[src/rtl/store_merge_unit_pkg.sv]
// Shared definitions for the store merge path: size codes, FSM encoding and
// big-endian byte-lane selection helpers.
package store_merge_unit_pkg;

    localparam logic [1:0] SZ_BYTE = 2'b00;
    localparam logic [1:0] SZ_HALF = 2'b01;
    localparam logic [1:0] SZ_WORD = 2'b10;
    localparam logic [1:0] SZ_BAD  = 2'b11;

    typedef enum logic [2:0] {
        ST_IDLE  = 3'd0,
        ST_READ  = 3'd1,
        ST_WRITE = 3'd2,
        ST_DONE  = 3'd3,
        ST_ERR   = 3'd4
    } state_t;

    // Lane mask bit 3 is bits [31:24], i.e. byte offset 0 (big-endian).
    localparam int         NUM_LANES     = 4;
    localparam logic [3:0] LANES_NONE    = 4'b0000;
    localparam logic [3:0] LANE_BYTE0    = 4'b1000;
    localparam logic [3:0] LANES_HI_HALF = 4'b1100;
    localparam logic [3:0] LANES_LO_HALF = 4'b0011;
    localparam logic [3:0] LANES_ALL     = 4'b1111;

    function automatic logic [3:0] lane_select(input logic [1:0] size, input logic [1:0] offset);
        logic [3:0] sel;
        sel = LANES_NONE;
        case (size)
            SZ_BYTE: sel = LANE_BYTE0 >> offset;
            SZ_HALF: sel = offset[1] ? LANES_LO_HALF : LANES_HI_HALF;
            SZ_WORD: sel = LANES_ALL;
            default: sel = LANES_NONE;
        endcase
        return sel;
    endfunction

    function automatic logic req_legal(input logic [1:0] size, input logic [1:0] offset);
        logic ok;
        ok = 1'b0;
        case (size)
            SZ_BYTE: ok = 1'b1;
            SZ_HALF: ok = ~offset[0];
            SZ_WORD: ok = (offset == 2'b00);
            default: ok = 1'b0;
        endcase
        return ok;
    endfunction

endpackage

[src/rtl/store_merge_unit_byte_lane_merge.sv]
// Combinational lane merge: replaces the addressed byte/half/word lanes of an
// old memory word with the low bits of the new store data.
module byte_lane_merge
    import store_merge_unit_pkg::*;
(
    input  logic [31:0] old_word,
    input  logic [31:0] new_data,
    input  logic [1:0]  size,
    input  logic [1:0]  offset,
    output logic [31:0] merged
);

    logic [3:0]  lane_en;
    logic [31:0] repl;

    assign lane_en = lane_select(size, offset);

    // Replicate the store data so every lane already holds the right bytes.
    always_comb begin
        repl = new_data;
        case (size)
            SZ_BYTE: repl = {4{new_data[7:0]}};
            SZ_HALF: repl = {2{new_data[15:0]}};
            default: repl = new_data;
        endcase
    end

    generate
        for (genvar gi = 0; gi < NUM_LANES; gi++) begin : g_lane
            assign merged[gi*8 +: 8] = lane_en[gi] ? repl[gi*8 +: 8] : old_word[gi*8 +: 8];
        end
    endgenerate

endmodule

[src/rtl/store_merge_unit.sv]
// Store path: narrows register data to byte/half/word and writes it to a
// word-wide memory, using read-modify-write for sub-word stores.
module store_merge_unit
    import store_merge_unit_pkg::*;
#(
    parameter int ADDR_W = 32
) (
    input  logic              clk,
    input  logic              reset,
    input  logic              req,
    input  logic [ADDR_W-1:0] addr,
    input  logic [31:0]       wdata,
    input  logic [1:0]        size,
    output logic              busy,
    output logic              done,
    output logic              err,
    output logic [ADDR_W-3:0] mem_addr,
    output logic              mem_re,
    output logic              mem_we,
    output logic [31:0]       mem_wdata,
    input  logic [31:0]       mem_rdata,
    input  logic              mem_ready
);

    state_t            state_reg;
    state_t            state_next;
    logic [ADDR_W-3:0] word_addr_reg;
    logic [1:0]        offset_reg;
    logic [1:0]        size_reg;
    logic [31:0]       wdata_reg;
    logic [31:0]       merge_reg;
    logic [31:0]       merged_word;
    logic              load_req;

    assign load_req = (state_reg == ST_IDLE) && req && req_legal(size, addr[1:0]);

    byte_lane_merge u_merge (
        .old_word (mem_rdata),
        .new_data (wdata_reg),
        .size     (size_reg),
        .offset   (offset_reg),
        .merged   (merged_word)
    );

    always_ff @(posedge clk or posedge reset) begin
        if (reset) begin
            state_reg <= ST_IDLE;
        end else begin
            state_reg <= state_next;
        end
    end

    always_comb begin
        state_next = state_reg;
        busy       = (state_reg != ST_IDLE);
        done       = 1'b0;
        err        = 1'b0;
        mem_re     = 1'b0;
        mem_we     = 1'b0;
        case (state_reg)
            ST_IDLE: begin
                if (req) begin
                    if (!req_legal(size, addr[1:0])) begin
                        state_next = ST_ERR;
                    end else if (size == SZ_WORD) begin
                        state_next = ST_WRITE;
                    end else begin
                        state_next = ST_READ;
                    end
                end
            end
            ST_READ: begin
                mem_re = 1'b1;
                if (mem_ready) begin
                    state_next = ST_WRITE;
                end
            end
            ST_WRITE: begin
                mem_we = 1'b1;
                if (mem_ready) begin
                    state_next = ST_DONE;
                end
            end
            ST_DONE: begin
                done       = 1'b1;
                state_next = ST_IDLE;
            end
            ST_ERR: begin
                err        = 1'b1;
                state_next = ST_IDLE;
            end
            default: state_next = ST_IDLE;
        endcase
    end

    // Word stores preload the merge register so WRITE can follow IDLE directly.
    always_ff @(posedge clk or posedge reset) begin
        if (reset) begin
            word_addr_reg <= '0;
            offset_reg    <= 2'b00;
            size_reg      <= SZ_BYTE;
            wdata_reg     <= 32'h0;
            merge_reg     <= 32'h0;
        end else if (load_req) begin
            word_addr_reg <= addr[ADDR_W-1:2];
            offset_reg    <= addr[1:0];
            size_reg      <= size;
            wdata_reg     <= wdata;
            merge_reg     <= wdata;
        end else if ((state_reg == ST_READ) && mem_ready) begin
            merge_reg     <= merged_word;
        end
    end

    assign mem_addr  = word_addr_reg;
    assign mem_wdata = merge_reg;

endmodule

[config.mk]
export PLATFORM = sky130hd
export DESIGN_NAME = store_merge_unit
export DESIGN_NICKNAME = d
export VERILOG_FILES = /design/src/rtl/store_merge_unit_pkg.sv /design/src/rtl/store_merge_unit_byte_lane_merge.sv /design/src/rtl/store_merge_unit.sv
export SDC_FILE = /design/constraint.sdc
export NUM_CORES = 1
export LEC_CHECK = 0
export ABC_AREA = 0
export CORE_MARGIN = 2
export CORE_UTILIZATION = 32
export DETAILED_ROUTE_END_ITERATION = 10
export SYNTH_ARGS = -nofsm -noshare
export SYNTH_HDL_FRONTEND = slang
export SYNTH_HIERARCHICAL = 1
export SYNTH_SLANG_ARGS = --single-unit
export TNS_END_PERCENT = 20
[constraint.sdc]
create_clock -name clk -period 8.3 [get_ports clk]
set_input_delay 1.66 -clock clk [delete_from_list [all_inputs] [get_ports clk]]
set_output_delay 1.66 -clock clk [all_outputs]
set_load 0.01 [all_outputs]
* Word level (Yosys, flattened, before mapping)
Index checks and enable logic that the tools add are counted.
** Operators by class
- Reductions and logical operators :: 10
- Div/mod/pow operators :: 0
- Shift-type cells :: 1
- Multiplexer cells :: 22
- $add $sub $neg :: 0
- Equal/unequal tests :: 11
- Bitwise operators :: 1
- $lt $le $gt $ge :: 0
- Multiply operators :: 0
** Operator list (count)
- $mux 32 :: 2
- $pmux 32 s2 :: 1
- $mux 8 :: 4
- $mux 3 :: 4
- $pmux 4 s3 :: 1
- $pmux 3 s3 :: 1
- $eq 3x2->1 const B :: 2
- $logic_not 2->1 :: 3
- $mux 1 :: 6
- $ne 2x2->1 const B :: 3
- $eq 2x1->1 const B :: 2
- $eq 2x2->1 const B :: 2
- $mux 4 :: 1
- $shr 4x2->4 const A :: 1
- $eq 3x1->1 const B :: 1
- $eq 3x3->1 const B :: 1
- $logic_and 1x1->1 :: 3
- $logic_not 3->1 :: 1
- $pmux 1 s3 :: 1
- $reduce_and 3->1 :: 1
- $reduce_bool 3->1 :: 1
- $mux 2 :: 1
- $reduce_bool 2->1 :: 1
- $not 1->1 :: 1
** Word-level totals
- Bits in writable memories :: 0
- Bits in read-only memories :: 0
- Output and inout bits :: 67
- Word-level logic and storage cells :: 51
- Memories :: 0
- Bits in registers :: 101
- Bits in latches :: 0

* Depth between registers and ports, before layout
- Depth in word-level cells :: 7
- Mapped depth :: 7
- Mapped depth without buffers :: 5

* By module
The synthesis kept the hierarchy.
** By module, submodules not included
- store_merge_unit :: area each 4260.3 um2, cells each 270, seq. area each 2527.4 um2, times used 1
- byte_lane_merge :: area each 808.3 um2, cells each 81, seq. area each 0.0 um2, times used 1

* Worst setup path before layout
OpenSTA, ideal clock, no wires.
- Path kind :: input to register
- From :: in mem_ready
- To :: reg merge_reg[11], in the netlist mem_wdata[11]
- Stages :: 5
- Data required time :: 8175 ps
- Arrival :: 2793 ps
- Path buffers :: 2
- Setup time :: 125 ps
- Path slack :: 5382 ps
- Cell sequence :: nor4bb_1 buf_2 buf_6 mux2_2 mux2_2
** On the way
- Longest elaborated chain between the ends :: 2
** RTL lines
- start: declaration :: line store_merge_unit.sv:22 : input logic mem_ready
- $logic_and 1x1->1 :: line store_merge_unit.sv:110 : end else if ((state_reg == ST_READ) && mem_ready) begin
- $reduce_bool 2->1 (no source line)
- end signal: assignment :: line store_merge_unit.sv:109 : merge_reg <= wdata;
- end signal: assignment :: line store_merge_unit.sv:111 : merge_reg <= merged_word;
- end: declaration :: line store_merge_unit.sv:31 : logic [31:0] merge_reg;
Every way passes these cells.
A chain may end at the register's enable or synchronous reset.

* Final worst setup path
- From :: in addr[0]
- To :: reg word_addr_reg[29], in the netlist mem_addr[29]
** On the way
- Longest elaborated chain between the ends :: 3
- Elaborated cells between the ends (all ways) :: 4
- Those cells by class :: mux: 1; bitwise: 1; reduce/logical: 2
** RTL lines
- start: declaration :: line store_merge_unit.sv:11 : input logic [ADDR_W-1:0] addr,
- $logic_not 2->1 or $not 1->1 (tied branches) :: line store_merge_unit_pkg.sv:44, store_merge_unit_pkg.sv:43
- $pmux 1 s3 (*) :: line store_merge_unit_pkg.sv:41 : case (size)
- $logic_and 1x1->1 (*) :: line store_merge_unit.sv:35 : assign load_req = (state_reg == ST_IDLE) && req && req_legal(size, addr[1:0]);
- end signal: assignment :: line store_merge_unit.sv:105 : word_addr_reg <= addr[ADDR_W-1:2];
- end: declaration :: line store_merge_unit.sv:27 : logic [ADDR_W-3:0] word_addr_reg;
Mark *: on every way between the ends. The rest lies on a longest branch, timed or not.

==> summary.md <==
| Metric | Value |
|---|---|
| Run status | complete, no violations |
| Finished Layout Cells | 733 |
| Synth Warn # | 6 |
| Worst slew pin tran | a little over 0.9 ns |
| Number of diodes | 0 |
| Fin. max-slew vios | 0 |
| Cells after Synth | 351 |
| Clock power share | a little under a fifth |
| Type of element capturing the critical path | flip-flop |
| Worst Path Max Fanout | 60 |
| Max_slew headroom | 38.13% |
| Area leader, netlist | dfrtp_1 |
| FP Rows | 46 |
| Iteration-0 DRC count of the detailed router | 90 |
| Vias in the first global route | between 3k and 4k |
| CP bufs+invs | 2 |
| CP required | between 8 and 9 ns |
| Area after DPL | 6914 sq um |
| Skew final | about 0.012 ns |
| Most common cell in the netlist | mux2_2 |
| Netlist cell types | 34 |
| Die X | between 100 and 150 um |
| Count of input and output buffers | about 170 |
| Post-Route WL | ~13 mm |
| Root Buffer | clkbuf_16 |
| Maximum vdd drop | about 0.00017 V |
| H-tree depth | 3 |
| Inst Count DP | roughly 700 |
| Drc violations | 0 |
| Switching portion of total power | 31.18% |
| Fmax | 254.4 MHz |
| FFs w/ async S/R, synth | 100.0% |
| Fraction of layout cells with a size suffix above 1 | 26.11% |
| Crit-path cells | clkdlybuf4s50_1 > o21ai_1 > nand4_4 > buf_4 > mux2_1 |
| Drt via density | about 4.7 |
| Full die area | about 17,000 sq um |
| Slowest CP cell | nand4_4 |
| Synth top area share | roughly 50% |
| Critical Path End | mem_addr[29]$_DFFE_PP0P_ |
| Levels on crit path | 5 |
| EDFF count, synth | 0 |
| Initial antenna violation count | 0 |
| Leakage power total | 2.970 nW |
| Pwr Density | 377.1 nW/um^2 |
| Area grow syn2layout | 43.45% |
| Vias | ~3.4k |
| Post-CTS setup repair buffer count | 0 |
| Clk_lat worst skew | about 0.35 ns |
| Design Area, Final | 7271 sq um |
| Final ANT Viol Nets | 0 |
| Hold Buf Count CTS | 0 |
| DP HPWL | 9.070 mm |
| CP top delay family | buffers and inverters |
| Final #Nets | about 600 |
| Startpoint types | input port |
| Post-layout util | approximately 46% |
| R2R setup slack | approximately 5.6 ns |
| Starting Density | around a third |
| Reg power frac | between 30% and 40% |
| # IOs | approximately 170 |
| Placer Congestion | between 0.7 and 0.8 |
| R2R Path End | mem_wdata[20]$_DFFE_PP0P_ |
| Cell Area, Synth | 5069 sq um |
| Gr usage total | roughly 15% |
| Post-synthesis sequential area ratio | around half |
| Die height | around 130 um |
| Path depth of the worst reg2reg path | 5 |
| Grt ovf | 0 |
| Drt wl/cell | approximately 17 um |
| Max Buffers Root-to-Sink | 2 |
| Combinational group share of total power | 47.1% |
| Commonest cells in the netlist | mux2_2, dfrtp_1, mux2_1 |
| CTS resizes | 0 |
| Syn_area_per_cell | roughly 14 sq um |
| Reg clk slew, reported paths | ~0.070 ns |
| Max-cap viol count | 0 |
| Min Tclk post-route | roughly 3.9 ns |
| CTS tree | done |
| Switch Pwr | approximately 0.85 mW |
| Total CTS buffers | 9 |
| Pin count of the biggest net entering global routing | between 70 and 80 |
| Ys flop type | dfrtp_1 |
| Detailed Routing Iterations Pass 1 | 4 |
| Arrival time at the worst endpoint | between 4 and 5 ns |
| Final hold vios | 0 |
| Finish-stage setup viols | 0 |
| Unrepaired setup endpoints after global routing | no |
| Pre-CTS setup slack | between 3 and 4 ns |
| Fin Setup TNS | 0 ns |
| Final period util | between 40 and 50% |
| Final worst setup slack | around 4.4 ns |
| Seq cells post-synth | about 100 |
| Origin of the worst setup path | addr[0] |
| Synthesized net count | between 400 and 500 |
| CP Class | input port to flip-flop |
| Crit path largest cell delay | roughly 0.62 ns |
| Min-Delay Path Class | flip-flop to flip-flop |
| Core area | about 16,000 sq um |
| Clock sinks | approximately 100 |
| Pint | 1.887 mW |
| Main area contributors after synthesis | dfrtp_1, mux2_2, mux2_1, mux2_4, buf_6 |
| First-pass GRT wire length | about 20 mm |
| RR Startpoint | size_reg[1]$_DFFE_PP0P_ |
## layout make-up
cell class,instances,area (sq um)
Multi-Input combinational cell,226,2399
Inverter,3,13.76
Timing Repair Buffer,171,1704
Clock inverter,4,120.1
Sequential cell,101,2527
Tap cell,216,270.3
Clock buffer,12,236.5
Fill cell,1438,8384
## routing by layer
| layer | wire [um] | global-route usage [%] |
|---|---|---|
| met5 | 0 | 0 |
| met4 | 225 | 5.693 |
| met1 | 5703 | 20.23 |
| met3 | 622 | 2.993 |
| met2 | 6081 | 24.85 |
## power groups by stage
stage | combinational (mW) | clock, mW | sequential (mW)
2_1_floorplan | 0.773 | 0 | 0.946
6_report | 1.29 | 0.510 | 0.941
3_3_place_gp | 1.29 | 0 | 0.947
4_1_cts | 1.32 | 0.528 | 0.948
3_5_place_dp | 1.31 | 0 | 0.958
5_1_grt | 1.40 | 0.546 | 0.981
## how the worst min path moves through the flow
stage / startpoint / depth (start not counted) / to / slack [ns]
6_report: mem_addr[5]$_DFFE_PP0P_ / 1 / mem_addr[5]$_DFFE_PP0P_ / 0.49
3_5_place_dp: mem_addr[24]$_DFFE_PP0P_ / 1 / mem_addr[24]$_DFFE_PP0P_ / 0.48
5_1_grt: mem_addr[2]$_DFFE_PP0P_ / 1 / mem_addr[2]$_DFFE_PP0P_ / 0.51
2_1_floorplan: wdata_reg[16]$_DFFE_PP0P_ / 1 / wdata_reg[16]$_DFFE_PP0P_ / 0.47
4_1_cts: mem_addr[5]$_DFFE_PP0P_ / 1 / mem_addr[5]$_DFFE_PP0P_ / 0.50
3_3_place_gp: mem_addr[10]$_DFFE_PP0P_ / 1 / mem_addr[10]$_DFFE_PP0P_ / 0.48
## cell usage in the layout (no fill, tap or decap), types with 2 or more instances in the layout
cell type        netlist  final
mux2_2               103    103
buf_4                  1      3
a221o_1                8      8
o21a_1                 2      2
nand2_1                2      2
mux2i_1                8      8
bufinv_16              0      4
nor3b_1                2      2
nor2_1                 4      4
nor2b_1                3      3
clkbuf_16              0      9
mux2_4                 8      8
dfrtp_1              101    101
clkbuf_1               0      3
clkdlybuf4s50_1        0    168
mux2_1                59     59
inv_1                  3      2
o21ai_1                2      2
nand2b_1               2      2
nor3_1                 8      8
## logic make-up (layout without fill, tap and decap cells)
family                 Yosys count  after routing  synth area share, %
AOI/OAI and AO/OA               18             18                3.135
DFF                            101            101                49.86
and+or+nand+nor                 30             30                3.777
muxes                          178            178                39.94
buffers and inverters           24            190                3.283
## per-stage QoR
step                      hold WS [ns]  total power, mW
after detailed placement        0.4845            2.268
after CTS                       0.5004            2.793
after global routing            0.5074            2.927
after global placement          0.4768            2.236
after floorplan                 0.4737            1.719
final                           0.4942            2.742
No activity file was read; power rests on OpenSTA's default activity.
